## src/rtl/sram_arbiter.sv

```systemverilog
// sram_arbiter: shares one SRAM controller between the MEM-stage data port (A)
// and a secondary master (B). One multi-cycle SRAM transaction is sequenced at
// a time. The winner gets a one-cycle ready pulse and held read data. A
// watchdog aborts transactions whose controller never answers.
// Optional feature macro: SRAM_ARB_ROUND_ROBIN_EN (alternating tie-break).
// Without it, ties go to port A (fixed priority).
module sram_arbiter #(
  parameter int ADDR_W  = 32,
  parameter int DATA_W  = 32,
  parameter int TIMEOUT = 255
) (
  input  logic              clk,
  input  logic              rst,
  input  logic              a_wrEn,
  input  logic              a_rdEn,
  input  logic [ADDR_W-1:0] a_address,
  input  logic [DATA_W-1:0] a_writeData,
  output logic [DATA_W-1:0] a_readData,
  output logic              a_ready,
  input  logic              b_wrEn,
  input  logic              b_rdEn,
  input  logic [ADDR_W-1:0] b_address,
  input  logic [DATA_W-1:0] b_writeData,
  output logic [DATA_W-1:0] b_readData,
  output logic              b_ready,
  output logic              mem_wrEn,
  output logic              mem_rdEn,
  output logic [ADDR_W-1:0] mem_address,
  output logic [DATA_W-1:0] mem_writeData,
  input  logic [DATA_W-1:0] mem_readData,
  input  logic              mem_ready,
  output logic              busy,
  output logic              timeout_err
);

  localparam int CNT_W = (TIMEOUT > 1) ? $clog2(TIMEOUT + 1) : 1;

  typedef enum logic [1:0] {
    IDLE,
    BUSY_A,
    BUSY_B,
    DONE
  } state_t;

  state_t           state;
  state_t           state_next;
  logic [CNT_W-1:0] wd_count;
  logic             a_req;
  logic             b_req;
  logic             grant_b;
  logic             expired;
  logic             finish;

`ifdef SRAM_ARB_ROUND_ROBIN_EN
  // 1 = port A won the last grant; reset value 0 means "B last" so A wins the first tie
  logic last_a;
`endif

  // Request decode, arbitration and transaction-finish detection
  always_comb begin
    a_req = a_wrEn | a_rdEn;
    b_req = b_wrEn | b_rdEn;
`ifdef SRAM_ARB_ROUND_ROBIN_EN
    grant_b = b_req & (~a_req | last_a);
`else
    grant_b = b_req & ~a_req;
`endif
    // The counter holds the number of busy cycles already spent, so the
    // TIMEOUT-th strobe cycle is the last one before the watchdog fires.
    expired = (wd_count == CNT_W'(TIMEOUT - 1));
    finish  = mem_ready | expired;
  end

  // State register
  always_ff @(posedge clk or negedge rst) begin
    if (!rst) begin
      state <= IDLE;
    end else begin
      state <= state_next;
    end
  end

  // Next-state logic; DONE always returns to IDLE so a finishing port can drop its request
  always_comb begin
    state_next = state;
    case (state)
      IDLE: begin
        if (a_req | b_req) begin
          state_next = grant_b ? BUSY_B : BUSY_A;
        end
      end
      BUSY_A, BUSY_B: begin
        if (finish) begin
          state_next = DONE;
        end
      end
      DONE:    state_next = IDLE;
      default: state_next = IDLE;
    endcase
  end

  // Datapath: capture the granted request, complete it, pulse ready and run the watchdog
  always_ff @(posedge clk or negedge rst) begin
    if (!rst) begin
      mem_wrEn      <= 1'b0;
      mem_rdEn      <= 1'b0;
      mem_address   <= '0;
      mem_writeData <= '0;
      a_readData    <= '0;
      b_readData    <= '0;
      a_ready       <= 1'b0;
      b_ready       <= 1'b0;
      timeout_err   <= 1'b0;
      wd_count      <= '0;
`ifdef SRAM_ARB_ROUND_ROBIN_EN
      last_a        <= 1'b0;
`endif
    end else begin
      a_ready <= 1'b0;
      b_ready <= 1'b0;
      case (state)
        IDLE: begin
          if (a_req | b_req) begin
            wd_count <= '0;
`ifdef SRAM_ARB_ROUND_ROBIN_EN
            last_a   <= ~grant_b;
`endif
            // A request with both enables set is a write
            if (grant_b) begin
              mem_wrEn      <= b_wrEn;
              mem_rdEn      <= b_rdEn & ~b_wrEn;
              mem_address   <= b_address;
              mem_writeData <= b_writeData;
            end else begin
              mem_wrEn      <= a_wrEn;
              mem_rdEn      <= a_rdEn & ~a_wrEn;
              mem_address   <= a_address;
              mem_writeData <= a_writeData;
            end
          end
        end
        BUSY_A, BUSY_B: begin
          if (finish) begin
            mem_wrEn <= 1'b0;
            mem_rdEn <= 1'b0;
            if (state == BUSY_A) begin
              a_ready <= 1'b1;
            end else begin
              b_ready <= 1'b1;
            end
            if (!mem_ready) begin
              // Watchdog abort: the owner's read data is zeroed whatever the op was
              timeout_err <= 1'b1;
              if (state == BUSY_A) begin
                a_readData <= '0;
              end else begin
                b_readData <= '0;
              end
            end else if (mem_rdEn) begin
              if (state == BUSY_A) begin
                a_readData <= mem_readData;
              end else begin
                b_readData <= mem_readData;
              end
            end
          end else begin
            wd_count <= wd_count + 1'b1;
          end
        end
        DONE: begin
          wd_count <= '0;
        end
        default: begin
          wd_count <= '0;
        end
      endcase
    end
  end

  assign busy = (state != IDLE);

endmodule

```

## config.mk

```make
export PLATFORM = sky130hd
export DESIGN_NAME = sram_arbiter
export DESIGN_NICKNAME = d
export VERILOG_FILES = /design/src/rtl/sram_arbiter.sv
export SDC_FILE = /design/constraint.sdc
export NUM_CORES = 1
export LEC_CHECK = 0
export ABC_CLOCK_PERIOD_IN_PS = 2100
export BUFFER_PORTS_ARGS = -buffer_cell sky130_fd_sc_hd__clkbuf_2
export CORE_UTILIZATION = 35
export CTS_CLUSTER_DIAMETER = 200
export CTS_CLUSTER_SIZE = 20
export DETAILED_ROUTE_END_ITERATION = 6
export PLACE_DENSITY = 0.66
export SLEW_MARGIN = 0
export SYNTH_ARGS = -nofsm -noshare
export SYNTH_HDL_FRONTEND = slang
export SYNTH_SLANG_ARGS = --single-unit
```

## constraint.sdc

```tcl
create_clock -name clk -period 2.1 [get_ports clk]
set_input_delay 0.105 -clock clk [delete_from_list [all_inputs] [get_ports clk]]
set_output_delay 0.105 -clock clk [all_outputs]
set_load 0.05 [all_outputs]
```

==> flow_metrics.env, run 1 <==
export IMPL_outcome="complete, no violations"
export IMPL_slew_viol_final=0
export IMPL_critPathRequiredTime_ns=2.41
export IMPL_final_cell_mix="299 x clkbuf_2, 143 x dfrtp_1, 136 x nand2_1"
export IMPL_port_buffers=300
export IMPL_cts_root_buffer="clkbuf_16"
export IMPL_wl_per_cell_um=15.81
export IMPL_initial_core_util_pct=35.79
export IMPL_synth_area_per_cell_um2=9.639
export IMPL_fin_cells=1381
export IMPL_numCtsBuffers=17
export IMPL_cap_violations=0
export IMPL_area_growth_pct=48.13
export IMPL_drt_iter0_drc=253
export IMPL_fp_dieH_um=143.3
export IMPL_clk_path_buf_depth=2
export IMPL_ios=301
export IMPL_grt_usage_pct=21.83
export IMPL_cts_htree_levels=4
export IMPL_seqCellArea_mm2=0.003578
export IMPL_grt_pass1_vias=6692
export IMPL_arrival_ns=2.24
export IMPL_globalplace_congestion=0.8055
export IMPL_cts_tree="built"
export IMPL_dp_hpwl_um=14480
export IMPL_clk_latency_ns=0.42
export IMPL_layout_drive_gt1_share_pct=32.62
export IMPL_num_rows=51
export IMPL_final_hold_viol_count=0
export IMPL_vdd_drop_max_mv=0.6769
export IMPL_worstPathMaxFanout=23
export IMPL_die_w_um=143.3
export IMPL_yosysWarnings=0
export IMPL_cts_sinks=143
export IMPL_rrSetupSlack_ns=0.17
export IMPL_drc=0
export IMPL_cts_resized=0
export IMPL_fin_nets=1275
export IMPL_worst_slack_ns=0.1658
export IMPL_fin_worst_skew_ns=0.01065
export IMPL_routed_via_density=4.816
export IMPL_final_common_cell="clkbuf_2"
export IMPL_final_area_mm2=0.01035
export IMPL_fillers=1768
export IMPL_postSynthNetCount=897
export IMPL_hold_worst_slack_ns=0.005274
export IMPL_fmax_mhz=517.0
export IMPL_seq_area_frac_synth_pct=51.21
export IMPL_postRouteAntennaNets=0
export IMPL_route_vias_total=6651
export IMPL_synth_seq_cells=143
export IMPL_syn_area_mm2=0.006988
export IMPL_max_stage_delay_ns=0.41
export IMPL_dp_cells=1257
export IMPL_dp_slack_ns=0.1300
export IMPL_hold_class="in2reg"
export IMPL_worst_pin_slew_ns=0.7012
export IMPL_finalPower_mw=17.18
export IMPL_antennaDiodeCount=0
export IMPL_antenna_found_initial=0
export IMPL_grt_pass1_wl_um=34530
export IMPL_crit_type="reg2reg"
export IMPL_multi_input_area_mm2=0.002880
export IMPL_final_util_pct=53.01
export IMPL_cp_start_kind="flop"
export IMPL_slew_headroom_pct=53.25
export IMPL_clkSlewWorstSetupHoldPaths_ns=0.06
export IMPL_grt_max_degree=129
export IMPL_power_density_mw_per_mm2=1660
export IMPL_die_area_mm2=0.02053
export IMPL_min_period_ns=1.934
export IMPL_setup_viol=0
export IMPL_rsz0062_at_grt="false"
export IMPL_synthDistinctLibCells=44
export IMPL_netlist_instances=725
export IMPL_placed_area_mm2=0.008815
export IMPL_finalSetupTns_ns=0
export IMPL_wl_um=21840
export IMPL_cp_cell_sequence="inv_1 > ha_1 > nand3_1 > o21bai_1 > nand2_1 > buf_4 > a22o_1"
export IMPL_dr_pass1_iters=4
export IMPL_period_share_pct=92.11
export IMPL_grt_ovfl_total=0
export IMPL_crit_slowest_cell="dfrtp_1"
export IMPL_cp_end_kind="flop"
export IMPL_leakagePower_nw=5.209
export IMPL_core_area_mm2=0.01953
cell usage after synthesis (all sizes together):
cell	n	area, um2
a41oi	1	27.53
or4	5	40.04
o41ai	3	26.28
o2bb2ai	1	8.760
or3	1	6.260
a21oi	5	25.02
nor4b	1	15.01
ha	5	62.56
nand4	1	6.260
and2	2	12.51
clkbuf	28	105.1
a21o	1	8.760
dlygate4sd1	3	26.28
dlygate4sd3	1	10.01
nand2b	3	18.77
o22a	1	8.760
o211ai	3	22.52
o31a	1	8.760
nor2	5	18.77
a221o	1	11.26
clkinv	1	3.750
nor3	2	10.01
mux2i	67	670.6
o311ai	1	8.760
a22oi	1	7.510
buf	20	135.1
and4	1	11.26
inv	72	270.3
nor2b	1	6.260
nand3	9	45.04
o21bai	1	7.510
and3	1	6.260
and3b	2	17.52
nand2	136	510.5
dfrtp	143	3578
o21ai	129	645.6
mux2	1	11.26
a22o	65	573.1
kinds of logic after synthesis:
kind of cell	after synthesis	synth area share, %
buffers and inverters	125	7.878
adder cells (fa/ha/maj)	5	0.8953
AO/OA/AOI/OAI	214	19.89
AND/OR/NAND/NOR	170	10.37
multiplexers	68	9.758
flip-flops	143	51.21
cell type report:
cell class / instances / share of cell area (%)
multi-input combinational: 457 / 27.83
sequential: 143 / 34.57
tap: 265 / 3.203
clock inverter: 13 / 1.813
timing repair buffer: 411 / 25.76
clock buffer: 19 / 4.182
inverter: 73 / 2.647
routing by layer:
metal  track usage, %  routed length (um)  vias to the layer above  part of all wire, %
met5                0                   0                        -                    0
met4            8.959                 678                        0                  3.1
met3            5.498                1402                       35                  6.4
met2            36.89               10680                      255                   49
met1            26.50                9075                     3121                   42
li1                 -                   -                     3240                    -
state kept, by name (all words and copies together) (netlist names):
name and cells:
a_readData 32, a_ready 1, b_readData 32, b_ready 1, mem_address 32, mem_rdEn 1
mem_wrEn 1, mem_writeData 32, state 2, timeout_err 1, wd_count 8
critical path: cells and delay by family, from the launching register on:
family                   cells  cell delay [ns]
AO/OA/AOI/OAI                2             0.53
adder cells (fa/ha/maj)      1             0.24
buffers and inverters        2             0.33
flip-flops                   1             0.41
AND/OR/NAND/NOR              2             0.29
where the power goes:
| part | total [mW] | internal [mW] | switching [mW] |
|---|---|---|---|
| Sequential | 4.82 | 3.99 | 0.833 |
| Combinational | 9.14 | 2.46 | 6.68 |
| Clock | 3.22 | 1.99 | 1.22 |
repair_timing:
action / 4_1_cts / 5_1_grt
hold buffers: 89 / 1
buffers inserted: 0 / 2
endpoints found under the setup margin: 0 / 3
hold endpoints to repair: 191 / 1
final timing paths:
path,from,end,cells after the start
worst max-delay path,wd_count[0],a_readData[14],7
worst min-delay path,a_address[13],mem_address[13],3
worst max register to register,wd_count[0],a_readData[14],7
worst min register to register,mem_writeData[26],mem_writeData[26],2
max in group asynchronous,rst,mem_address[15],3
min in group asynchronous,rst,a_readData[0],3
Note: power is estimated with default switching activity, not from simulation.
==> run 2, diff against run 1 <==
--- a/config.mk
+++ b/config.mk
@@ -7,11 +7,14 @@
 export LEC_CHECK = 0
 export ABC_CLOCK_PERIOD_IN_PS = 2100
 export BUFFER_PORTS_ARGS = -buffer_cell sky130_fd_sc_hd__clkbuf_2
-export CORE_UTILIZATION = 35
+export CELL_PAD_IN_SITES_DETAIL_PLACEMENT = 0
+export CELL_PAD_IN_SITES_GLOBAL_PLACEMENT = 2
+export CORE_MARGIN = 2
+export CORE_UTILIZATION = 28
 export CTS_CLUSTER_DIAMETER = 200
 export CTS_CLUSTER_SIZE = 20
 export DETAILED_ROUTE_END_ITERATION = 6
-export PLACE_DENSITY = 0.66
+export PLACE_DENSITY = 0.85
 export SLEW_MARGIN = 0
 export SYNTH_ARGS = -nofsm -noshare
 export SYNTH_HDL_FRONTEND = slang
==> flow_metrics.env, run 2 (synthesis gave the netlist of run 1 again) <==
export IMPL_fillers=2460
export IMPL_wl_per_cell_um=15.50
export IMPL_grt_pass1_wl_um=35960
export IMPL_slew_viol_final=0
export IMPL_setup_viol=0
export IMPL_grt_pass1_vias=6507
export IMPL_grt_max_degree=129
export IMPL_routed_via_density=4.513
export IMPL_cap_violations=0
export IMPL_cp_end_kind="flop"
export IMPL_hold_class="in2reg"
export IMPL_area_growth_pct=49.92
export IMPL_dr_pass1_iters=4
export IMPL_final_util_pct=42.95
export IMPL_dp_hpwl_um=15710
export IMPL_core_area_mm2=0.02439
export IMPL_worstPathMaxFanout=5
export IMPL_worst_path_buf_inv=1
export IMPL_cp_top_family="simple AND/OR/NAND/NOR gates"
export IMPL_seqCellArea_mm2=0.003580
export IMPL_fmax_mhz=522.6
export IMPL_fin_nets=1283
export IMPL_arrival_ns=2.26
export IMPL_crit_slowest_cell="or4_2"
export IMPL_cts_tree="built"
export IMPL_placed_area_mm2=0.008902
export IMPL_drt_iter0_drc=359
export IMPL_vdd_drop_max_mv=0.7477
export IMPL_final_cell_mix="299 x clkbuf_2, 142 x dfrtp_1, 136 x nand2_1"
export IMPL_layout_drive_gt1_share_pct=32.74
export IMPL_clkSlewWorstSetupHoldPaths_ns=0.07
export IMPL_final_hold_viol_count=0
export IMPL_slew_headroom_pct=49.92
export IMPL_globalplace_congestion=0.7554
export IMPL_power_density_mw_per_mm2=1642
export IMPL_path_common_cell="nand3_1"
export IMPL_die_area_mm2=0.02624
export IMPL_cts_setup_buffers=0
export IMPL_numCtsBuffers=17
export IMPL_wl_um=22440
export IMPL_fin_worst_skew_ns=0.01238
export IMPL_min_period_ns=1.914
export IMPL_outcome="complete, no violations"
export IMPL_fp_dieH_um=162.0
export IMPL_final_area_mm2=0.01048
export IMPL_ios=301
export IMPL_antennaDiodeCount=0
export IMPL_drc=0
export IMPL_cp_start_kind="flop"
export IMPL_cts_root_buffer="clkbuf_16"
export IMPL_route_vias_total=6535
export IMPL_clk_latency_ns=0.41
export IMPL_antenna_found_initial=0
export IMPL_grt_ovfl_total=0
export IMPL_die_w_um=162.0
export IMPL_crit_type="reg2reg"
export IMPL_multi_input_area_mm2=0.002884
export IMPL_port_buffers=300
export IMPL_period_share_pct=91.12
export IMPL_cts_htree_levels=4
export IMPL_postRouteAntennaNets=0
export IMPL_clk_path_buf_depth=2
export IMPL_leakagePower_nw=5.236
export IMPL_max_stage_delay_ns=0.63
export IMPL_num_rows=57
export IMPL_cts_sinks=143
export IMPL_cp_cell_sequence="inv_1 > ha_1 > nand3_1 > o21ai_0 > or4_2 > nand3_1"
export IMPL_finalPower_mw=17.20
export IMPL_finalSetupTns_ns=0
export IMPL_critPathRequiredTime_ns=2.44
export IMPL_final_common_cell="clkbuf_2"
export IMPL_initial_core_util_pct=28.65
export IMPL_grt_usage_pct=17.38
export IMPL_worst_pin_slew_ns=0.7513
export IMPL_hold_worst_slack_ns=0.01297
-- run 2: cell count changes in the layout (fill, tap and decap cells not counted), sizes merged --
cell | previous run | this run
clkbuf | 318 | 319
inv | 74 | 75
dlygate4sd3 | 90 | 95
clkinv | 5 | 3
buf | 22 | 25
-- run 2: repair_timing --
| action | in CTS | in global routing |
|---|---|---|
| hold buffers | 95 | 0 |
| resized for setup | 0 | 1 |
| endpoints found under the setup margin | 0 | 31 |
| endpoints found under the hold margin | 107 | 0 |
-- run 2: path summary, 6_finish.rpt --
kind,depth (start not counted),slack [ns],startpoint,end
min in group asynchronous,2,0.26,rst,b_readData[7]
hold / removal,3,0.01,a_address[22],mem_address[22]
hold reg to reg,2,0.47,mem_writeData[1],mem_writeData[1]
max in group asynchronous,3,1.10,rst,a_readData[9]
setup reg to reg,6,0.19,wd_count[0],wd_count[2]
setup / recovery,6,0.19,wd_count[0],wd_count[2]
-- run 2: cell type report --
class | instances | share of cell area (%)
sequential | 143 | 34.17
multi-input combinational | 457 | 27.53
timing repair buffer | 419 | 25.90
clock buffer | 20 | 4.168
tap | 324 | 3.870
inverter | 73 | 2.616
clock inverter | 12 | 1.744
-- run 2: per-stage QoR --
stage / cells / worst slack [ns]
floorplan: 725 / 0.09183
finish: 1448 / 0.1864
detailed placement: 1321 / 0.1863
global placement: 1321 / 0.1902
global route: 1448 / -0.007846
CTS: 1448 / 0.1674
-- run 2: where the power goes --
part	switching, mW	leakage [nW]	internal (mW)
clock network	1.24	0.292	2.00
registers	0.823	1.64	3.99
logic	6.67	3.30	2.47
-- run 2: per-layer routing --
metal,global-route usage (%),vias to the layer above,wire [um]
met1,23.35,3015,10160
met3,4.418,21,1541
met4,5.270,0,433
li1,-,3262,-
met5,0,-,0
met2,27.64,237,10310
-- run 2: worst register-to-register path, stage by stage, from the launching register on --
cell	delay [ns]
dfrtp_1	0.40
inv_1	0.07
ha_1	0.25
nand3_1	0.21
o21ai_0	0.19
or4_2	0.63
nand3_1	0.10
==> run 3, diff against run 2 <==
--- a/config.mk
+++ b/config.mk
@@ -5,8 +5,8 @@
 export SDC_FILE = /design/constraint.sdc
 export NUM_CORES = 1
 export LEC_CHECK = 0
-export ABC_CLOCK_PERIOD_IN_PS = 2100
-export BUFFER_PORTS_ARGS = -buffer_cell sky130_fd_sc_hd__clkbuf_2
+export ABC_CLOCK_PERIOD_IN_PS = 2050
+export BUFFER_PORTS_ARGS = -buffer_cell sky130_fd_sc_hd__buf_2
 export CELL_PAD_IN_SITES_DETAIL_PLACEMENT = 0
 export CELL_PAD_IN_SITES_GLOBAL_PLACEMENT = 2
 export CORE_MARGIN = 2
==> constraint.sdc (replaced) <==
create_clock -name clk -period 2.05 [get_ports clk]
set_input_delay 0.41 -clock clk [delete_from_list [all_inputs] [get_ports clk]]
set_output_delay 0.41 -clock clk [all_outputs]
set_load 0.05 [all_outputs]
==> flow_metrics.env, run 3 (synthesis gave the netlist of run 1 again) <==
export IMPL_worst_slack_ns=0.1015
export IMPL_cp_top_family="buffers and inverters"
export IMPL_cts_sinks=143
export IMPL_dr_pass1_iters=5
export IMPL_setup_viol=0
export IMPL_hp_start="a_address[5]"
export IMPL_power_density_mw_per_mm2=1825
export IMPL_area_growth_pct=38.03
export IMPL_clkSlewWorstSetupHoldPaths_ns=0.07
export IMPL_cts_htree_levels=4
export IMPL_drc=0
export IMPL_die_area_mm2=0.02624
export IMPL_core_area_mm2=0.02439
export IMPL_cap_violations=0
export IMPL_grt_ovfl_total=0
export IMPL_num_rows=57
export IMPL_path_common_cell="inv_1"
export IMPL_dp_slack_ns=0.1991
export IMPL_cts_resized=0
export IMPL_drt_iter0_drc=402
export IMPL_final_hold_viol_count=0
export IMPL_startpoint="state[0]"
export IMPL_slew_viol_final=0
export IMPL_final_util_pct=39.55
export IMPL_ios=301
export IMPL_clk_latency_ns=0.42
export IMPL_routed_via_density=4.608
export IMPL_slew_headroom_pct=56.36
export IMPL_finalPower_mw=17.60
export IMPL_wl_um=21980
export IMPL_grt_pass1_wl_um=34710
export IMPL_grt_usage_pct=16.94
export IMPL_min_period_ns=1.949
export IMPL_worst_path_buf_inv=3
export IMPL_cp_cell_sequence="inv_1 > ha_1 > inv_1 > buf_2"
export IMPL_outcome="complete, no violations"
export IMPL_grt_max_degree=58
export IMPL_fmax_mhz=513.2
export IMPL_fin_nets=1196
export IMPL_cp_start_kind="flop"
export IMPL_antenna_found_initial=2
export IMPL_hold_class="in2reg"
export IMPL_leakagePower_nw=4.812
export IMPL_dp_hpwl_um=16340
export IMPL_worst_pin_slew_ns=0.6547
export IMPL_final_common_cell="buf_2"
export IMPL_port_buffers=300
export IMPL_clk_path_buf_depth=2
export IMPL_period_share_pct=95.05
export IMPL_fin_worst_skew_ns=0.01353
export IMPL_fillers=2533
export IMPL_crit_type="reg2out"
export IMPL_rr_startpoint="wd_count[0]"
export IMPL_initial_core_util_pct=28.65
export IMPL_crit_slowest_cell="dfrtp_1"
export IMPL_route_vias_total=6271
export IMPL_grt_pass1_vias=6191
export IMPL_die_w_um=162.0
export IMPL_cp_end_kind="output pin"
export IMPL_arrival_ns=1.54
export IMPL_fp_dieH_um=162.0
export IMPL_rsz0062_at_grt="false"
export IMPL_postRouteAntennaNets=0
export IMPL_cts_root_buffer="clkbuf_16"
export IMPL_finalSetupTns_ns=0
export IMPL_cts_tree="built"
export IMPL_critPathRequiredTime_ns=1.64
export IMPL_multi_input_area_mm2=0.002880
export IMPL_layout_drive_gt1_share_pct=36.20
export IMPL_final_cell_mix="299 x buf_2, 142 x dfrtp_1, 136 x nand2_1"
export IMPL_globalplace_congestion=0.7674
export IMPL_worstPathMaxFanout=5
export IMPL_max_stage_delay_ns=0.37
export IMPL_vdd_drop_max_mv=0.6900
export IMPL_wl_per_cell_um=16.15
export IMPL_seqCellArea_mm2=0.003580
export IMPL_numCtsBuffers=17
## run 3: final timing paths
path	cells after the start	slack [ns]	end
max	4	0.10	busy
min	3	0.27	mem_address[5]
max reg2reg	7	0.17	a_readData[25]
min reg2reg	2	0.47	mem_writeData[10]
max in group asynchronous	3	1.01	mem_writeData[17]
min in group asynchronous	2	0.43	b_readData[6]
## run 3: metal layers
metal	global-route usage (%)	routed length, um	up-vias	share of wire, %
li1	-	-	3086	-
met1	23.18	10160	2923	46
met2	27.16	10080	243	46
met3	3.856	1460	17	6.6
met4	4.344	257	2	1.2
met5	0	13	-	0.059
## run 3: per-stage QoR
| stage | hold slack, ns | cell area, um2 | std cells |
|---|---|---|---|
| 2_1_floorplan | 0.1144 | 6997 | 725 |
| 3_3_place_gp | 0.3010 | 9005 | 1328 |
| 3_5_place_dp | 0.3002 | 9005 | 1328 |
| 4_1_cts | 0.2551 | 9643 | 1360 |
| 5_1_grt | 0.2778 | 9643 | 1360 |
| 6_report | 0.2725 | 9646 | 1361 |
## run 3: power by group
group / total, mW / switching, mW / internal [mW]
registers: 4.90 / 0.814 / 4.08
logic: 9.35 / 6.84 / 2.51
clock network: 3.35 / 1.28 / 2.08
## run 3: area by class of cell
| type | instances | area share (%) |
|---|---|---|
| sequential | 143 | 37.11 |
| clock buffer | 19 | 4.592 |
| inverter | 73 | 2.841 |
| multi-input combinational | 457 | 29.86 |
| timing repair buffer | 332 | 19.44 |
| tap | 324 | 4.203 |
| clock inverter | 12 | 1.920 |
| antenna | 1 | 0.02594 |
## run 3: timing repair
action / in CTS / in global routing
endpoints found under the hold margin: 23 / 0
buffers inserted: 0 / 0
hold buffers: 1 / 0
## run 3: worst reg2reg max path, cell delays in order (launching register included)
cell      delay, ns
dfrtp_1        0.41
inv_1          0.09
ha_1           0.23
nand3_1        0.19
o21bai_1       0.26
nand2_1        0.13
buf_12         0.19
a22o_1         0.27
